**config.mk**
```make
export PLATFORM = sky130hd
export DESIGN_NAME = sym_result_buffer
export DESIGN_NICKNAME = d
export VERILOG_FILES = /design/src/rtl/sym_result_buffer.sv
export SDC_FILE = /design/constraint.sdc
export NUM_CORES = 1
export LEC_CHECK = 0
export BUFFER_PORTS_ARGS = -buffer_cell sky130_fd_sc_hd__buf_2
export CAP_MARGIN = 40
export CORE_ASPECT_RATIO = 0.75
export CORE_UTILIZATION = 60
export DETAILED_ROUTE_END_ITERATION = 10
export PLACE_DENSITY_LB_ADDON = 0.08
export SYNTH_ARGS = -nofsm -noshare
export SYNTH_HDL_FRONTEND = slang
export SYNTH_SLANG_ARGS = --single-unit
export TNS_END_PERCENT = 10
```
**constraint.sdc**
```tcl
create_clock -name clk_i -period 15.1 [get_ports clk_i]
set_input_delay 1.51 -clock clk_i [delete_from_list [all_inputs] [get_ports clk_i]]
set_output_delay 1.51 -clock clk_i [all_outputs]
set_load 0.02 [all_outputs]
```
**src/rtl/sym_result_buffer.sv**
```systemverilog
// rtl/sym_result_buffer.sv - upper-triangle result store streaming the mirrored NxN matrix
// Purpose: collects NPORT MAC results into upper-triangle slots and streams the full
//          symmetric matrix row-major over a valid/ready interface.
// Ports:   clk_i, aclr_i (async active-high reset), clr_i (sync clear)
//          wr_en_i/wr_row_i/wr_col_i/wr_data_i : packed per-port write interface
//          start_i : begin streaming; dout_o/dout_valid_o/dout_ready_i/dout_last_o : stream
//          done_o : pulse after last beat; busy_o : streaming; all_wr_o : all slots written
// Option:  SRB_OVERWRITE_FLAG_EN adds ovw_err_o, a sticky flag for writes to written slots.
module sym_result_buffer #(
    parameter int DW    = 16,
    parameter int N     = 4,
    parameter int NPORT = 2
) (
    input  logic               clk_i,
    input  logic               aclr_i,
    input  logic               clr_i,
    input  logic [NPORT-1:0]   wr_en_i,
    input  logic [NPORT*4-1:0] wr_row_i,
    input  logic [NPORT*4-1:0] wr_col_i,
    input  logic [NPORT*DW-1:0] wr_data_i,
    input  logic               start_i,
    output logic [DW-1:0]      dout_o,
    output logic               dout_valid_o,
    input  logic               dout_ready_i,
    output logic               dout_last_o,
    output logic               done_o,
    output logic               busy_o,
    output logic               all_wr_o
`ifdef SRB_OVERWRITE_FLAG_EN
    ,
    output logic               ovw_err_o
`endif
);

    localparam int NS = N * (N + 1) / 2;
    localparam int SW = $clog2(NS);

    typedef enum logic {S_IDLE, S_STREAM} state_t;

    // Row-major packing of the upper triangle: row lo starts after the lo longer rows above it.
    function automatic logic [SW-1:0] slot_idx(input logic [3:0] r, input logic [3:0] c);
        int lo;
        int hi;
        int s;
        lo = (r < c) ? int'(r) : int'(c);
        hi = (r < c) ? int'(c) : int'(r);
        s  = lo * N - (lo * (lo - 1)) / 2 + (hi - lo);
        return SW'(s);
    endfunction

    logic [DW-1:0] mem_q [NS];
    logic [DW-1:0] mem_d [NS];
    logic [NS-1:0] wmap_q, wmap_d;
    logic          all_wr_q, all_wr_d;
    logic [3:0]    wr_r, wr_c;
    logic [SW-1:0] wr_idx;
`ifdef SRB_OVERWRITE_FLAG_EN
    logic          ovw_q, ovw_d;
`endif

    state_t        state_q, state_d;
    logic [3:0]    i_q, i_d, j_q, j_d, ni, nj;
    logic [DW-1:0] dout_q, dout_d;
    logic          valid_q, valid_d, last_q, last_d, done_q, done_d;

    // Storage update; later ports overwrite earlier ones so the highest port wins a collision.
    always_comb begin
        mem_d  = mem_q;
        wmap_d = wmap_q;
        wr_r   = '0;
        wr_c   = '0;
        wr_idx = '0;
`ifdef SRB_OVERWRITE_FLAG_EN
        ovw_d  = ovw_q;
`endif
        if (clr_i) begin
            for (int k = 0; k < NS; k++) mem_d[k] = '0;
            wmap_d = '0;
`ifdef SRB_OVERWRITE_FLAG_EN
            ovw_d  = 1'b0;
`endif
        end else begin
            for (int p = 0; p < NPORT; p++) begin
                wr_r = wr_row_i[4*p +: 4];
                wr_c = wr_col_i[4*p +: 4];
                if (wr_en_i[p] && int'(wr_r) < N && int'(wr_c) < N) begin
                    wr_idx = slot_idx(wr_r, wr_c);
`ifdef SRB_OVERWRITE_FLAG_EN
                    // wmap_d already holds earlier ports of this cycle, so collisions flag too.
                    if (wmap_d[wr_idx]) ovw_d = 1'b1;
`endif
                    mem_d[wr_idx]  = wr_data_i[DW*p +: DW];
                    wmap_d[wr_idx] = 1'b1;
                end
            end
        end
        all_wr_d = &wmap_d;
    end

    always_comb begin
        state_d = state_q;
        i_d     = i_q;
        j_d     = j_q;
        dout_d  = dout_q;
        valid_d = valid_q;
        last_d  = last_q;
        done_d  = 1'b0;
        ni      = '0;
        nj      = '0;
        if (clr_i) begin
            state_d = S_IDLE;
            i_d     = '0;
            j_d     = '0;
            dout_d  = '0;
            valid_d = 1'b0;
            last_d  = 1'b0;
        end else begin
            case (state_q)
                S_IDLE: begin
                    if (start_i) begin
                        state_d = S_STREAM;
                        i_d     = '0;
                        j_d     = '0;
                        dout_d  = mem_q[slot_idx(4'd0, 4'd0)];
                        valid_d = 1'b1;
                        last_d  = 1'b0;
                    end
                end
                S_STREAM: begin
                    if (valid_q && dout_ready_i) begin
                        if (last_q) begin
                            state_d = S_IDLE;
                            dout_d  = '0;
                            valid_d = 1'b0;
                            last_d  = 1'b0;
                            done_d  = 1'b1;
                        end else begin
                            if (j_q == 4'(N - 1)) begin
                                ni = i_q + 4'd1;
                                nj = '0;
                            end else begin
                                ni = i_q;
                                nj = j_q + 4'd1;
                            end
                            i_d    = ni;
                            j_d    = nj;
                            // Captured here so later writes to this slot leave the held beat alone.
                            dout_d = mem_q[slot_idx(ni, nj)];
                            last_d = (ni == 4'(N - 1)) && (nj == 4'(N - 1));
                        end
                    end
                end
                default: state_d = S_IDLE;
            endcase
        end
    end

    always_ff @(posedge clk_i or posedge aclr_i) begin
        if (aclr_i) begin
            for (int k = 0; k < NS; k++) mem_q[k] <= '0;
            wmap_q   <= '0;
            all_wr_q <= 1'b0;
`ifdef SRB_OVERWRITE_FLAG_EN
            ovw_q    <= 1'b0;
`endif
            state_q  <= S_IDLE;
            i_q      <= '0;
            j_q      <= '0;
            dout_q   <= '0;
            valid_q  <= 1'b0;
            last_q   <= 1'b0;
            done_q   <= 1'b0;
        end else begin
            for (int k = 0; k < NS; k++) mem_q[k] <= mem_d[k];
            wmap_q   <= wmap_d;
            all_wr_q <= all_wr_d;
`ifdef SRB_OVERWRITE_FLAG_EN
            ovw_q    <= ovw_d;
`endif
            state_q  <= state_d;
            i_q      <= i_d;
            j_q      <= j_d;
            dout_q   <= dout_d;
            valid_q  <= valid_d;
            last_q   <= last_d;
            done_q   <= done_d;
        end
    end

    assign dout_o       = dout_q;
    assign dout_valid_o = valid_q;
    assign dout_last_o  = last_q;
    assign done_o       = done_q;
    assign busy_o       = (state_q == S_STREAM);
    assign all_wr_o     = all_wr_q;
`ifdef SRB_OVERWRITE_FLAG_EN
    assign ovw_err_o    = ovw_q;
`endif

endmodule
```
==> impl_metrics.sql <==
INSERT INTO impl_metrics (metric_group, metric, value, unit) VALUES
('logic_synthesis', 'largest_family_of_logic_cells_by_synthesized_area', 'multiplexers', ''),
('clocking', 'h-tree-depth', '4', ''),
('sta', 'unrepaired_setup_endpoints_after_global_routing', 'false', ''),
('worst_setup_path', 'critical_path.top_delay_family', 'adder cells', ''),
('logic_synthesis', 'synth_top_area_share', '37.2', '%'),
('logic_synthesis', 'synthesized_cell_area', '13400', 'um^2'),
('floorplanning', 'floorplan.die.height', '131', 'um'),
('pwr', 'leakagePower', '6.87', 'nW'),
('sta', 'min_period_over_period', '64.4', '%'),
('drt', 'drtAntennaViolNets', '0', ''),
('logic_synthesis', 'synth-seq-cells', '199', ''),
('worst_setup_path', 'startpoint_type', 'primary input', ''),
('clocking', 'clockBufferDepth', '2', ''),
('clocking', 'clkLatencyLatePin', '0.45', 'ns'),
('logic_synthesis', 'yosys-top-cells-count', 'sky130_fd_sc_hd__mux2i_1 (204), sky130_fd_sc_hd__dfrtp_1 (199), sky130_fd_sc_hd__nor2_1 (189)', ''),
('floorplanning', 'initial_core_util', '62.3', '%'),
('clocking', 'postCtsSetupRepairBufs', '0', ''),
('floorplanning', 'ports', '76', ''),
('global_routing', 'grt_use_total', '32.3', '%'),
('drt', 'routed_via_density', '6.48', ''),
('logic_synthesis', 'post_synth_num_cell_types', '68', ''),
('logic_synthesis', 'post_synth_inst_count', '1312', ''),
('clocking', 'clock_sink_count', '199', ''),
('pwr', 'power.density', '123', 'nW/um^2'),
('logic_synthesis', 'synth_edf_count', '0', ''),
('logic_synthesis', 'async_flop_share', '100', '%'),
('sta', 'achievable-frequency', '0.103', 'GHz'),
('cells_and_area', 'final.fill_count', '1670', ''),
('drt', 'routedWlPerCell', '22.3', 'um'),
('logic_synthesis', 'synth_fa_ha_area_share', '7.50', '%'),
('sta', 'slew-limit-headroom', '38.3', '%'),
('logic_synthesis', 'netlist.top_cell.by_area', 'sky130_fd_sc_hd__dfrtp_1', ''),
('sta', 'finalHoldWorstSlack', '0.511', 'ns'),
('clocking', 'cts_tree', 'yes', ''),
('logic_synthesis', 'yosys.area_share.simple', '9.95', '%'),
('placement', 'gpl.final_weighted_congestion', '0.873', ''),
('floorplanning', 'width_of_the_chip', '174', 'um'),
('worst_setup_path', 'cpPeakStageDelay', '0.85', 'ns'),
('sta', 'hold_viol', '0', ''),
('logic_synthesis', 'synth_area_per_cell', '10.2', 'um^2'),
('pwr', 'total_power', '1.80', 'mW'),
('worst_setup_path', 'critPathMaxFanout', '12', ''),
('worst_setup_path', 'critical_path_class', 'primary input to flip-flop', ''),
('sta', 'worstMarginPinSlew', '0.923', 'ns'),
('worst_setup_path', 'worstSetupStartpoint', 'wr_row_i[3]', ''),
('worst_setup_path', 'count_of_buffering_cells_on_the_critical_path_with_inverters_included', '4', ''),
('sta', 'slew_violations', '0', ''),
('sta', 'finalCriticalPeriod', '9.73', 'ns'),
('logic_synthesis', 'synthMuxAreaShare', '20.9', '%'),
('worst_setup_path', 'endpoint_class_of_the_critical_path', 'flip-flop', ''),
('clocking', 'root_buffer', 'sky130_fd_sc_hd__clkbuf_16', ''),
('floorplanning', 'area_of_the_core', '21500', 'um^2'),
('floorplanning', 'row_count', '46', ''),
('clocking', 'clk_pin_slew', '0.07', 'ns'),
('global_routing', 'grt.overflow.total', '0', ''),
('pwr', 'vdd_ir_drop_max', '0.0888', 'mV'),
('clocking', 'cts_inserted_buffers', '17', ''),
('sta', 'tns', '0', 'ns'),
('logic_synthesis', 'synth_area_leaders', 'sky130_fd_sc_hd__dfrtp_1 (37%), sky130_fd_sc_hd__mux2i_1 (15%), sky130_fd_sc_hd__a211oi_1 (9.0%), sky130_fd_sc_hd__ha_1 (5.7%), sky130_fd_sc_hd__mux4_2 (5.4%)', ''),
('worst_setup_path', 'rr_startpoint', 'j_q[0]$_DFFE_PP0P_', ''),
('drt', 'drtPass1Iterations', '5', ''),
('drt', 'vias', '10500', ''),
('worst_setup_path', 'critical_path.slowest_cell', 'sky130_fd_sc_hd__or4_1', ''),
('worst_setup_path', 'critPathRequiredTime', '15.45', 'ns'),
('run_status', 'run_status', 'finished, final reports clean', ''),
('global_routing', 'grt_pass1_vias', '10000', ''),
('floorplanning', 'dieArea', '22900', 'um^2'),
('logic_synthesis', 'synth.most_common_cell', 'sky130_fd_sc_hd__mux2i_1', ''),
('logic_synthesis', 'synth_xor_area_share', '2.98', '%'),
('logic_synthesis', 'synth_area_in_compound_gates', '16.1', '%'),
('clocking', 'hold_buffers', '0', '');
layout by cell type (no fill, tap or decap), drive strengths merged, types with 18 or more instances in the layout:
cell type,n
a211oi,161
a21oi,31
buf,109
clkbuf,18
dfrtp,199
ha,61
inv,53
mux2i,204
mux4,32
nand2,29
nor2,192
o21ai,37
xnor2,33
final cells by class:
class | instances | area (um^2) | area share, %
inverter | 47 | 184 | 1.26
sequential | 199 | 4980 | 34.0
multi-input combinational | 941 | 7730 | 52.9
clock inverter | 14 | 141 | 0.967
antenna | 1 | 2.50 | 0.0171
clock buffer | 18 | 439 | 3.00
tap | 288 | 360 | 2.46
timing repair buffer | 109 | 788 | 5.39
worst reg2reg max path: cells and delay by family, from the launching register on:
kind                       cells  cell delay, ns
buffers and inverters          6            0.67
DFF                            1            0.50
AOI/OAI and AO/OA              6            1.83
and+or+nand+nor                4            0.88
adders and majority gates     12            4.10
xor gates and xnor gates       8            1.59
cell families after synthesis:
logic type / Yosys count
AO/OA/AOI/OAI: 292
XOR/XNOR: 44
adder cells (fa/ha/maj): 73
buffers and inverters: 172
flip-flops: 199
multiplexers: 239
AND/OR/NAND/NOR: 293
state kept, by name (all words and copies together) (netlist names):
register,count
mem_q,160
dout_o,16
wmap_q,10
i_q,4
j_q,4
all_wr_o,1
busy_o,1
done_o,1
dout_last_o,1
dout_valid_o,1
metal layers:
layer | share of wire (%) | up-vias | wire length (um) | GRT usage, %
met5 | 0.064 | - | 23 | 0
met4 | 1.5 | 4 | 538 | 8.67
met3 | 8.0 | 53 | 2900 | 6.71
met2 | 42 | 428 | 15300 | 45.1
met1 | 48 | 5213 | 17300 | 50.3
li1 | - | 4788 | - | -
final timing paths:
check / endpoint / depth (start not counted)
min in group asynchronous: mem_q[17]$_DFF_PP0_ / 2
min: i_q[3]$_DFFE_PP0P_ / 2
max in group asynchronous: mem_q[74]$_DFF_PP0_ / 4
min reg2reg: i_q[3]$_DFFE_PP0P_ / 2
max reg2reg: dout_o[6]$_DFFE_PP0P_ / 36
max: all_wr_o$_DFF_PP0_ / 29
stage by stage:
step	setup slack [ns]	instance area [um^2]	cells	util [%]
6_report	5.37	14600	1617	68.1
5_1_grt	4.67	14600	1617	68.1
4_1_cts	5.40	14600	1616	68.1
3_5_place_dp	4.99	14000	1584	65.4
3_3_place_gp	5.10	13800	1575	64.4
2_1_floorplan	6.05	13400	1312	-
report_power, final:
group / internal, mW / switching (mW)
Clock: 0.237 / 0.223
Combinational: 0.306 / 0.428
Sequential: 0.573 / 0.0362
(Power assumes the default switching activity.)
